## config.mk

```make
export PLATFORM = sky130hd
export DESIGN_NAME = shftreg_rx
export DESIGN_NICKNAME = d
export VERILOG_FILES = /design/src/rtl/shftreg_pkg.sv /design/src/rtl/shftreg_bitcnt.sv /design/src/rtl/shftreg_rx.sv
export SDC_FILE = /design/constraint.sdc
export NUM_CORES = 1
export LEC_CHECK = 0
export CAP_MARGIN = 20
export CORE_AREA = 2 2 39 41
export CTS_CLUSTER_DIAMETER = 50
export DETAILED_ROUTE_END_ITERATION = 10
export DIE_AREA = 0 0 41 43
export GPL_TIMING_DRIVEN = 1
export PLACE_DENSITY = 0.64
export SETUP_SLACK_MARGIN = 0.2
export SLEW_MARGIN = 0
export SYNTH_ARGS = -nofsm -noshare
export SYNTH_HDL_FRONTEND = slang
export SYNTH_SLANG_ARGS = --single-unit
```

## constraint.sdc

```tcl
create_clock -name CLK -period 1.7 [get_ports CLK]
set_clock_uncertainty 0.2 [all_clocks]
set_input_delay 0.34 -clock CLK [delete_from_list [all_inputs] [get_ports CLK]]
set_output_delay 0.34 -clock CLK [all_outputs]
set_load 0.05 [all_outputs]
```

## src/rtl/shftreg_pkg.sv

```systemverilog
// ---------------------------------------------------------------------------
// shftreg_pkg
// Shared types and helpers for the LSB-first serial receiver (shftreg_rx).
//   state_t       : receiver FSM states (IDLE, RECV)
//   DEFAULT_WIDTH : default data word width
//   frame_len()   : serial frame length in strobes for a given data width
// Optional feature macro: PARITY_CHECK_EN (adds one even-parity bit per frame).
// ---------------------------------------------------------------------------
package shftreg_pkg;

    typedef enum logic {
        IDLE = 1'b0,
        RECV = 1'b1
    } state_t;

    localparam int DEFAULT_WIDTH = 4;

    // Number of strobes per frame: data bits, plus the trailing parity bit
    // when parity checking is built in.
    function automatic int frame_len(input int width);
`ifdef PARITY_CHECK_EN
        return width + 1;
`else
        return width;
`endif
    endfunction

endpackage

```

## src/rtl/shftreg_bitcnt.sv

```systemverilog
// ---------------------------------------------------------------------------
// shftreg_bitcnt
// Modulo-N bit counter with enable and terminal-count flag.
// Ports:
//   clk  in  clock, rising edge
//   rst  in  asynchronous active-high reset (count -> 0)
//   en   in  count enable; wraps to 0 after N-1
//   tc   out count currently equals N-1
// ---------------------------------------------------------------------------
module shftreg_bitcnt #(
    parameter int N  = 4,
    parameter int CW = (N > 1) ? $clog2(N) : 1
) (
    input  logic clk,
    input  logic rst,
    input  logic en,
    output logic tc
);

    logic [CW-1:0] cnt;

    assign tc = (cnt == CW'(N - 1));

    always_ff @(posedge clk or posedge rst) begin
        if (rst) begin
            cnt <= '0;
        end else if (en) begin
            cnt <= tc ? '0 : cnt + CW'(1);
        end
    end

endmodule

```

## src/rtl/shftreg_rx.sv

```systemverilog
// ---------------------------------------------------------------------------
// shftreg_rx
// Serial-in/parallel-out receiver. One bit is sampled on each rising CLK
// with SHFT=1, LSB first; every completed WIDTH-bit word is loaded into an
// output register with a Valid/RD handshake and an overrun flag.
// Ports:
//   CLK     in   system clock, rising edge
//   Clear   in   asynchronous active-high reset
//   SHFT    in   bit strobe
//   InS     in   serial data, LSB first
//   RD      in   consumer acknowledge (effective only while Valid=1)
//   Q       out  last completed word
//   Valid   out  Q holds an unread word
//   Ovr     out  a word completed while the previous one was unread
//   Busy    out  a frame is partly received
//   ParErr  out  parity error on current Q (0 unless PARITY_CHECK_EN)
// Optional feature macro: PARITY_CHECK_EN -- each frame carries a trailing
// even-parity bit over the data bits, checked at completion.
// ---------------------------------------------------------------------------
module shftreg_rx
    import shftreg_pkg::*;
#(
    parameter int WIDTH = DEFAULT_WIDTH
) (
    input  logic             CLK,
    input  logic             Clear,
    input  logic             SHFT,
    input  logic             InS,
    input  logic             RD,
    output logic [WIDTH-1:0] Q,
    output logic             Valid,
    output logic             Ovr,
    output logic             Busy,
    output logic             ParErr
);

    localparam int FRAME_LEN = frame_len(WIDTH);

    state_t           state;
    state_t           state_nxt;
    logic             last_bit;
    logic             done;
    logic [WIDTH-1:0] sr;
    logic [WIDTH-1:0] sr_nxt;

    // ---- bit counter: terminal count marks the final strobe of a frame ----
    shftreg_bitcnt #(
        .N (FRAME_LEN)
    ) u_bitcnt (
        .clk (CLK),
        .rst (Clear),
        .en  (SHFT),
        .tc  (last_bit)
    );

    assign done   = SHFT & last_bit;
    assign sr_nxt = {InS, sr[WIDTH-1:1]};

    // ---- FSM: state register ----
    always_ff @(posedge CLK or posedge Clear) begin
        if (Clear) begin
            state <= IDLE;
        end else begin
            state <= state_nxt;
        end
    end

    // ---- FSM: next state ----
    always_comb begin
        state_nxt = state;
        case (state)
            IDLE: if (SHFT) state_nxt = last_bit ? IDLE : RECV;
            RECV: if (done) state_nxt = IDLE;
            default: state_nxt = IDLE;
        endcase
    end

    // ---- FSM: outputs ----
    always_comb begin
        Busy = 1'b0;
        if (state == RECV) begin
            Busy = 1'b1;
        end
    end

    // ---- shift path and output buffer ----
`ifdef PARITY_CHECK_EN
    logic par_err;

    // The parity strobe is checked, not shifted, so sr keeps the data word.
    always_ff @(posedge CLK or posedge Clear) begin
        if (Clear) begin
            sr <= '0;
        end else if (SHFT && !last_bit) begin
            sr <= sr_nxt;
        end
    end

    always_ff @(posedge CLK or posedge Clear) begin
        if (Clear) begin
            Q       <= '0;
            par_err <= 1'b0;
        end else if (done) begin
            Q       <= sr;
            // Even parity: data bits XOR parity bit must be 0.
            par_err <= (^sr) ^ InS;
        end
    end

    assign ParErr = par_err;
`else
    always_ff @(posedge CLK or posedge Clear) begin
        if (Clear) begin
            sr <= '0;
        end else if (SHFT) begin
            sr <= sr_nxt;
        end
    end

    always_ff @(posedge CLK or posedge Clear) begin
        if (Clear) begin
            Q <= '0;
        end else if (done) begin
            Q <= sr_nxt;
        end
    end

    assign ParErr = 1'b0;
`endif

    // ---- handshake: completion wins over RD; RD in the same edge only
    //      suppresses the overrun and clears the old flag ----
    always_ff @(posedge CLK or posedge Clear) begin
        if (Clear) begin
            Valid <= 1'b0;
            Ovr   <= 1'b0;
        end else if (done) begin
            Valid <= 1'b1;
            Ovr   <= Valid & ~RD;
        end else if (RD && Valid) begin
            Valid <= 1'b0;
            Ovr   <= 1'b0;
        end
    end

endmodule

```

==> impl_metrics.env, run 1 <==
export IMPL_crit_type="in2reg"
export IMPL_worst_path_max_fanout=9
export IMPL_viasPerCell=4.68
export IMPL_fin_crit_share_pct=83.1
export IMPL_finalNonFillerCells=63
export IMPL_floorplan_core_area_um2=1380
export IMPL_vias=295
export IMPL_total_leakage_power_nw=0.337
export IMPL_synth_most_common_cell="sky130_fd_sc_hd__dfrtp_1"
export IMPL_hpwlAfterDp_um=570
export IMPL_layout_area_seq_um2=300
export IMPL_synth_area_leaders="sky130_fd_sc_hd__dfrtp_1 (59%), sky130_fd_sc_hd__mux2_4 (12%), sky130_fd_sc_hd__mux2_2 (11%)"
export IMPL_post_synth_instance_area_um2=507
export IMPL_synth_edff_count=0
export IMPL_fin_nets=55
export IMPL_post_cts_hold_buffer_count=0
export IMPL_cts_tree="done"
export IMPL_layout_drive_gt1_share_pct=44.7
export IMPL_setup_viol_count_final=0
export IMPL_synth_largest_area_cell="sky130_fd_sc_hd__dfrtp_1"
export IMPL_yosys_most_used_dff="sky130_fd_sc_hd__dfrtp_1"
export IMPL_gp_congestion=0.744
export IMPL_antenna_found_initial=0
export IMPL_ctsHtreeMaxLevel=1
export IMPL_post_cts_buffers=0
export IMPL_cp_buffers_inverters=2
export IMPL_cp_depth=4
export IMPL_cp_slowest_cell="sky130_fd_sc_hd__clkdlybuf4s50_1"
export IMPL_ctsRootBufferMaster="sky130_fd_sc_hd__clkbuf_4"
export IMPL_postSynthCellCount=34
export IMPL_synth_sequential_area_ratio_pct=59.3
export IMPL_ys_async_sr_fraction_pct=100
export IMPL_grt_first_pass_wirelength_um=1120
export IMPL_max_freq_ghz=0.708
export IMPL_insertion_delay_ns=0.26
export IMPL_status="complete, no violations"
export IMPL_drv_max_cap_violation_count=0
export IMPL_io_buffers=11
export IMPL_crit_path_cell_trace="clkdlybuf4s50_1 > buf_4 > nand2_4 > mux2_4"
export IMPL_grt_setup_unrepaired="false"
export IMPL_worst_hold_path_type="in2async"
export IMPL_detailedRoute_firstIterationViolations=0
export IMPL_ant_nets=0
export IMPL_multi_input_area_um2=180
export IMPL_grt_pass1_vias=279
export IMPL_total_length_of_routed_wires_um=720
export IMPL_syn_nets=40
export IMPL_tritoncts_num_buffers=3
export IMPL_antenna_cells_inserted=0
export IMPL_die_height_um=43
export IMPL_total_negative_setup_slack_ns=0
export IMPL_post_syn_area_per_cell_um2=14.9
export IMPL_number_of_sinks_driven_by_the_clock_tree=12
export IMPL_clkSlewWorstSetupHoldPaths_ns=0.06
export IMPL_detail_route_drc_violations=0
export IMPL_total_global_routing_overflow=0
export IMPL_reg2regPathDepth=3
export IMPL_ys_top_cells_by_count="sky130_fd_sc_hd__dfrtp_1 (12), sky130_fd_sc_hd__mux2_2 (5), sky130_fd_sc_hd__mux2_4 (4)"
export IMPL_critPathArrivalTime_ns=1.36
export IMPL_ys_warn_count=0
export IMPL_setup_worst_path_start_class="input pin"
export IMPL_dp_cells=60
export IMPL_synthToLayoutAreaGrowth_pct=41.7
export IMPL_grt_total_usage_pct=10.1
export IMPL_initial_core_util_pct=36.6
export IMPL_layout_core_utilization_pct=51.9
export IMPL_critPathCaptureType="register"
export IMPL_max_stage_delay_ns=0.45
export IMPL_io_pins=13
export IMPL_drtPass1Iterations=1
export IMPL_critical_path_top_delay_family="buffers and inverters"
export IMPL_route_detailed_wl_per_inst_um=11.4
export IMPL_synth_seq_cells=12
export IMPL_cts_resized_gates=0
export IMPL_total_power_w=0.00153
export IMPL_layout_filler_cells=123
export IMPL_pwrdens_nw_per_um2=2140
export IMPL_grt_start_max_net_pins=13
export IMPL_timing_final_crit_period_ns=1.41
export IMPL_placement_rows=14
export IMPL_timing_hold_violations_final=0
export IMPL_synth_lib_cells_used_distinct=15
export IMPL_buffer_levels_on_the_longest_clock_path=2
export IMPL_die_x_um=41
export IMPL_synth_top_area_share_pct=59.3
export IMPL_cp_data_required_time_ns=1.65
export IMPL_floorplan_die_area_um2=1760
export IMPL_ir_worst_vdd_v=0.00100
export IMPL_final_report_max_slew_violation_count=0
logic make-up (layout without fill, tap and decap cells):
family	after synthesis	count (layout)	synth area share, %
AOI/OAI and AO/OA	4	4	5.18
adders and majority gates	1	1	2.47
buffers and inverters	4	17	5.19
DFF	12	12	59.3
muxes	9	9	23.0
other	1	1	0.740
and+or+nand+nor	3	3	4.20
power by group:
group | internal (W) | switching, W | total, W
logic | 0.000456 | 0.000405 | 0.000861
clock network | 0.0000817 | 0.0000781 | 0.000160
registers | 0.000402 | 0.000112 | 0.000514
final cells by class:
type                            instances  area share [%]
Tap cell                               16            2.79
Sequential cell                        12            41.8
Timing Repair Buffer                   12            26.1
Multi-Input combinational cell         18            25.1
Clock buffer                            3            3.14
Inverter                                2            1.05
metal layers:
layer / global-route usage [%] / vias up / wire (µm)
li1: - / 142 / -
met1: 13.2 / 143 / 339
met2: 12.2 / 8 / 338
met3: 4.71 / 2 / 34
met4: 8.00 / 0 / 7
met5: 0 / - / 0
registers in the layout, indices dropped and copies added, names as in the netlist, named ones only:
register and cells:
Ovr 1, Q 4, Valid 1, sr 3, u_bitcnt.cnt 2
per-stage QoR:
| step | setup WS, ns | area (µm²) | hold WS, ns |
|---|---|---|---|
| finish | 0.287 | 718 | 0.175 |
| global route | 0.251 | 718 | 0.235 |
| CTS | 0.286 | 718 | 0.196 |
| detailed placement | 0.00717 | 696 | 0.301 |
| global placement | 0.0241 | 696 | 0.295 |
| floorplan | 0.340 | 507 | 0.00470 |
final timing paths:
kind	from	to	slack, ns
setup / recovery	SHFT	Q[2]	0.29
hold / removal	Clear	Q[3]	0.18
setup reg to reg	u_bitcnt.cnt[0]	Q[2]	0.29
hold reg to reg	u_bitcnt.cnt[1]	u_bitcnt.cnt[1]	0.31
max in group asynchronous	Clear	asynchronous set/reset pin	0.83
min in group CLK	u_bitcnt.cnt[1]	u_bitcnt.cnt[1]	0.31
cell usage in the layout (no fill, tap or decap), drive strengths merged:
cell type,count
dfrtp,12
mux2,9
buf,8
clkdlybuf4s50,4
clkbuf,3
inv,2
nand2,1
nor2,1
o21a,1
o21ai,1
and2,1
a21oi,1
a311oi,1
ha,1
conb,1
Power figures use the tool's default switching activity.
==> run 2: changes to the inputs <==
--- a/config.mk
+++ b/config.mk
@@ -11,7 +11,7 @@
 export DETAILED_ROUTE_END_ITERATION = 10
 export DIE_AREA = 0 0 41 43
 export GPL_TIMING_DRIVEN = 1
-export PLACE_DENSITY = 0.64
+export PLACE_DENSITY = 0.66
 export SETUP_SLACK_MARGIN = 0.2
 export SLEW_MARGIN = 0
 export SYNTH_ARGS = -nofsm -noshare
==> constraint.sdc (replaced) <==
create_clock -name CLK -period 1.16 [get_ports CLK]
set_clock_uncertainty 0.2 [all_clocks]
set_input_delay 0.232 -clock CLK [delete_from_list [all_inputs] [get_ports CLK]]
set_output_delay 0.232 -clock CLK [all_outputs]
set_load 0.05 [all_outputs]
==> run 2 against run 1 <==
Highest routed layer is now met3. Largest cell class unchanged. Core utilization rose by 8.5 points. The flow now finishes with violations (hold timing, setup timing). Sequential share of layout area fell by 5.4 points. Critical endpoint is now Q[3]. Sequential cell count did not move. Critical path depth fell by 1. Register-to-register slack got worse by 0.44 ns. Combinational power rose by 80%. Final cell count rose by 17%. Die area did not move.
==> impl_metrics.env, run 2 (synthesized netlist as in run 1, its figures left out) <==
export IMPL_viasPerCell=4.51
export IMPL_crit_path_cell_trace="ha_4 > nand2_4 > mux2_4"
export IMPL_setup_worst_path_start_class="register"
export IMPL_final_report_max_slew_violation_count=0
export IMPL_worst_path_max_fanout=5
export IMPL_max_freq_ghz=0.760
export IMPL_cp_slowest_cell="sky130_fd_sc_hd__dfrtp_1"
export IMPL_critPathCapture="Q[3]"
export IMPL_cp_buffers_inverters=0
export IMPL_critPathArrivalTime_ns=1.27
export IMPL_total_length_of_routed_wires_um=933
export IMPL_insertion_delay_ns=0.26
export IMPL_die_x_um=41
export IMPL_reg2regPathDepth=3
export IMPL_detail_route_drc_violations=0
export IMPL_violations="hold timing, setup timing"
export IMPL_gp_congestion=0.689
export IMPL_ctsRootBufferMaster="sky130_fd_sc_hd__clkbuf_4"
export IMPL_io_pins=13
export IMPL_antenna_cells_inserted=0
export IMPL_ctsHtreeMaxLevel=1
export IMPL_max_stage_delay_ns=0.41
export IMPL_total_leakage_power_nw=0.402
export IMPL_worst_slack_ns=-0.156
export IMPL_drv_max_cap_violation_count=0
export IMPL_floorplan_die_area_um2=1760
export IMPL_hpwlAfterDp_um=714
export IMPL_critical_path_top_delay_family="flip-flops"
export IMPL_detailed_place_area_um2=746
export IMPL_detailedPlace_worstSlack_ns=-0.418
export IMPL_regToRegSetupSlack_ns=-0.16
export IMPL_route_detailed_wl_per_inst_um=12.6
export IMPL_antenna_found_initial=0
export IMPL_cts_tree="done"
export IMPL_detailedRoute_firstIterationViolations=1
export IMPL_synthToLayoutAreaGrowth_pct=64.9
export IMPL_initial_core_util_pct=36.6
export IMPL_placement_rows=14
export IMPL_buffer_levels_on_the_longest_clock_path=2
export IMPL_grt_start_max_net_pins=11
export IMPL_clkSlewWorstSetupHoldPaths_ns=0.07
export IMPL_grt_total_usage_pct=13.1
export IMPL_registers_top_by_ff_count="Q"
export IMPL_floorplan_core_area_um2=1380
export IMPL_critical_register_to_register_path_endpoint="Q[3]"
export IMPL_timing_hold_violations_final=2
export IMPL_timing_final_crit_period_ns=1.32
export IMPL_setup_viol_count_final=16
export IMPL_post_route_cell_area_um2=836
export IMPL_largestRegisters="Q (4), sr (3), u_bitcnt.cnt (2)"
export IMPL_grt_first_pass_wirelength_um=1460
export IMPL_worst_hold_path_type="in2async"
export IMPL_crit_type="reg2reg"
export IMPL_grt_pass1_vias=360
export IMPL_cp_data_required_time_ns=1.11
export IMPL_drtPass1Iterations=2
export IMPL_total_global_routing_overflow=0
export IMPL_cp_depth=3
export IMPL_final_hold_worst_slack_ns=-0.0741
export IMPL_status="finished with violations"
export IMPL_vias=334
export IMPL_r2r_start="u_bitcnt.cnt[1]"
export IMPL_fin_crit_share_pct=113
export IMPL_ant_nets=0
export IMPL_critical_path_startpoint="u_bitcnt.cnt[1]"
export IMPL_ir_worst_vdd_v=0.00107
export IMPL_fin_nets=65
export IMPL_total_power_w=0.00264
export IMPL_mostFrequentLayoutCells="sky130_fd_sc_hd__dfrtp_1 (9), sky130_fd_sc_hd__buf_4 (9), sky130_fd_sc_hd__buf_12 (7), sky130_fd_sc_hd__mux2_4 (6)"
export IMPL_pwrdens_nw_per_um2=3160
export IMPL_layout_drive_gt1_share_pct=62.1
export IMPL_grt_setup_unrepaired="true"
export IMPL_io_buffers=11
export IMPL_tritoncts_num_buffers=3
export IMPL_die_height_um=43
export IMPL_max_reg_flops=4
export IMPL_number_of_sinks_driven_by_the_clock_tree=12
export IMPL_layout_core_utilization_pct=60.4
export IMPL_critPathCaptureType="register"
[run 2: cell count changes in the layout (fill, tap and decap cells not counted), moves of 2 or more]
| cell | change |
|---|---|
| sky130_fd_sc_hd__buf_4 | +8 |
| sky130_fd_sc_hd__buf_6 | +2 |
| sky130_fd_sc_hd__clkdlybuf4s50_1 | -2 |
| sky130_fd_sc_hd__dfrtp_1 | -3 |
| sky130_fd_sc_hd__dfrtp_2 | +3 |
| sky130_fd_sc_hd__dlygate4sd2_1 | +2 |
| sky130_fd_sc_hd__mux2_2 | -2 |
| sky130_fd_sc_hd__mux2_4 | +2 |
[run 2: per-layer routing]
metal | global-route usage, % | up-vias | part of all wire, %
li1 | - | 161 | -
met1 | 13.7 | 165 | 38
met2 | 20.0 | 8 | 58
met3 | 6.28 | 0 | 4.7
met4 | 8.00 | 0 | 0
met5 | 0 | - | 0
[run 2: worst min-delay path by stage]
| stage | startpoint | endpoint | slack [ns] |
|---|---|---|---|
| after floorplan | Clear | Q[0] | -0.10 |
| after CTS | Clear | Valid | -0.07 |
| final | Clear | Valid | -0.07 |
| after global routing | Clear | Valid | -0.06 |
| after detailed placement | Clear | Ovr | 0.22 |
| after global placement | Clear | Valid | 0.20 |
[run 2: area by class of cell]
class	instances	area, µm²
flip-flops and latches	12	304
multi-input cells	18	200
clock buffers	4	36.3
inverters	2	7.51
well taps	16	20.0
repair buffers	22	268
fillers	96	548
[run 2: worst reg2reg max path, delay by kind of cell, from the launching register on]
family	cells	cell delay [ns]
AND/OR/NAND/NOR	1	0.10
adder cells (fa/ha/maj)	1	0.19
multiplexers	1	0.31
flip-flops	1	0.41
[run 2: metrics by stage]
| stage | TNS (ns) | instances |
|---|---|---|
| finish | -1.59 | 74 |
| CTS | -1.77 | 71 |
| detailed placement | -4.39 | 64 |
| floorplan | -0.501 | 34 |
| global route | -2.20 | 74 |
| global placement | -4.09 | 64 |
[run 2: power by group]
group          total, W  switching (W)  internal [W]
clock          0.000322       0.000132      0.000190
combinational   0.00155       0.000671      0.000883
sequential     0.000769       0.000171      0.000598
[run 2: timing repair]
action,CTS,global route
endpoints found under the setup margin,19,19
resized for setup,5,1
hold endpoints to repair,2,2
pin swaps,1,1
buffers inserted,3,3
==> run 3: changes to the inputs <==
--- a/config.mk
+++ b/config.mk
@@ -12,7 +12,9 @@
 export DIE_AREA = 0 0 41 43
 export GPL_TIMING_DRIVEN = 1
 export PLACE_DENSITY = 0.66
+export RECOVER_POWER = 50
 export SETUP_SLACK_MARGIN = 0.2
+export SKIP_CTS_REPAIR_TIMING = 1
 export SLEW_MARGIN = 0
 export SYNTH_ARGS = -nofsm -noshare
 export SYNTH_HDL_FRONTEND = slang
==> run 3 against run 2 <==
The flow finishes with violations (setup timing). Final cell count unchanged. Routed wire length rose by 2.8%. Combinational power hardly changed. Maximum frequency shrank 0.34%. Final area is 0.15% higher. Critical path type unchanged.
==> impl_metrics.env, run 3 (synthesized netlist as in run 1, its figures left out) <==
export IMPL_status="finished with violations"
export IMPL_violations="setup timing"
export IMPL_floorplan_core_area_um2=1380
export IMPL_io_buffers=11
export IMPL_grt_first_pass_wirelength_um=1430
export IMPL_tritoncts_num_buffers=3
export IMPL_critPathCaptureType="register"
export IMPL_crit_type="reg2reg"
export IMPL_setup_viol_count_final=16
export IMPL_layout_filler_cells=95
export IMPL_pwrdens_nw_per_um2=3160
export IMPL_floorplan_die_area_um2=1760
export IMPL_critical_path_startpoint="u_bitcnt.cnt[1]"
export IMPL_r2r_start="u_bitcnt.cnt[1]"
export IMPL_number_of_sinks_driven_by_the_clock_tree=12
export IMPL_critical_path_top_delay_family="flip-flops"
export IMPL_timing_final_crit_period_ns=1.32
export IMPL_max_freq_ghz=0.757
export IMPL_ant_nets=0
export IMPL_detailed_place_area_um2=746
export IMPL_clkSlewWorstSetupHoldPaths_ns=0.07
export IMPL_antenna_found_initial=0
export IMPL_post_route_cell_area_um2=837
export IMPL_initial_core_util_pct=36.6
export IMPL_io_pins=13
export IMPL_cp_data_required_time_ns=1.11
export IMPL_die_x_um=41
export IMPL_vias=335
export IMPL_critPathCapture="Q[1]"
export IMPL_total_global_routing_overflow=0
export IMPL_critical_register_to_register_path_endpoint="Q[1]"
export IMPL_grt_start_max_net_pins=11
export IMPL_viasPerCell=4.53
export IMPL_ctsRootBufferMaster="sky130_fd_sc_hd__clkbuf_4"
export IMPL_cp_buffers_inverters=0
export IMPL_crit_path_cell_trace="ha_4 > nand2_4 > mux2_4"
export IMPL_setup_worst_path_start_class="register"
export IMPL_layout_core_utilization_pct=60.5
export IMPL_dp_cells=64
export IMPL_antenna_cells_inserted=0
export IMPL_detail_route_drc_violations=0
export IMPL_cp_depth=3
export IMPL_drtPass1Iterations=2
export IMPL_cp_slowest_cell="sky130_fd_sc_hd__dfrtp_1"
export IMPL_detailedRoute_firstIterationViolations=3
export IMPL_cts_tree="done"
export IMPL_critPathArrivalTime_ns=1.27
export IMPL_worst_path_max_fanout=5
export IMPL_grt_total_usage_pct=12.5
export IMPL_worst_hold_path_type="in2async"
export IMPL_fin_nets=65
export IMPL_drv_max_cap_violation_count=0
export IMPL_total_leakage_power_nw=0.416
export IMPL_placement_rows=14
export IMPL_insertion_delay_ns=0.26
export IMPL_grt_pass1_vias=354
export IMPL_gp_congestion=0.689
export IMPL_die_height_um=43
export IMPL_max_reg_flops=4
export IMPL_ir_worst_vdd_v=0.00110
export IMPL_largestRegisters="Q (4), sr (3), u_bitcnt.cnt (2)"
export IMPL_max_stage_delay_ns=0.41
export IMPL_route_detailed_wl_per_inst_um=13.0
export IMPL_timing_hold_violations_final=0
export IMPL_hpwlAfterDp_um=714
export IMPL_synthToLayoutAreaGrowth_pct=65.2
export IMPL_finalNonFillerCells=74
export IMPL_total_length_of_routed_wires_um=959
export IMPL_ctsHtreeMaxLevel=1
export IMPL_total_negative_setup_slack_ns=-1.65
export IMPL_layout_drive_gt1_share_pct=62.1
export IMPL_regToRegSetupSlack_ns=-0.16
export IMPL_worst_slack_ns=-0.161
export IMPL_grt_setup_unrepaired="true"
export IMPL_reg2regPathDepth=3
export IMPL_registers_top_by_ff_count="Q"
export IMPL_mostFrequentLayoutCells="sky130_fd_sc_hd__dfrtp_1 (9), sky130_fd_sc_hd__buf_4 (9), sky130_fd_sc_hd__buf_12 (7), sky130_fd_sc_hd__mux2_4 (6)"
export IMPL_final_report_max_slew_violation_count=0
export IMPL_buffer_levels_on_the_longest_clock_path=2
export IMPL_fin_crit_share_pct=114
export IMPL_final_hold_worst_slack_ns=0.0644
## run 3: changes by cell type in the layout (fill, tap and decap cells not counted), sizes merged
cell | before | now
buf | 18 | 17
clkbuf | 4 | 5
clkdlybuf4s50 | 2 | 1
dlygate4sd3 | 0 | 1
dlygate4sd2 | 2 | 0
dlymetal6s2s | 0 | 2
## run 3: through the flow
| step | setup WS (ns) | power, W |
|---|---|---|
| final | -0.161 | 0.00265 |
| after global placement | -0.390 | 0.00213 |
| after floorplan | -0.119 | 0.00149 |
| after detailed placement | -0.418 | 0.00217 |
| after global routing | -0.192 | 0.00278 |
| after CTS | -0.169 | 0.00250 |
## run 3: how the worst min path moves through the flow
| stage | startpoint | to | slack (ns) | cells past startpoint |
|---|---|---|---|---|
| 2_1_floorplan | Clear | Q[0] | -0.10 | 1 |
| 3_3_place_gp | Clear | Valid | 0.20 | 2 |
| 3_5_place_dp | Clear | Ovr | 0.22 | 2 |
| 4_1_cts | Clear | Valid | -0.07 | 2 |
| 5_1_grt | InS | sr[3] | 0.06 | 2 |
| 6_report | Clear | Valid | 0.06 | 2 |
## run 3: layout make-up
class | instances | area (µm²) | area share (%)
clock buffers | 4 | 36.3 | 4.33
inverters | 2 | 7.51 | 0.897
multi-input cells | 18 | 200 | 23.9
flip-flops and latches | 12 | 304 | 36.3
well taps | 16 | 20.0 | 2.39
repair buffers | 22 | 269 | 32.1
## run 3: metal layers
metal / routed length [µm] / vias to the layer above / global-route usage [%]
met1: 372 / 165 / 13.7
met3: 44 / 2 / 3.14
met4: 7 / 0 / 8.00
met5: 0 / - / 0
met2: 534 / 8 / 20.0
li1: - / 160 / -
## run 3: report_power, final
part	switching, W	total [W]	internal (W)	leakage [nW]
clock network	0.000130	0.000320	0.000190	0.0210
registers	0.000174	0.000772	0.000597	0.139
logic	0.000676	0.00156	0.000880	0.256
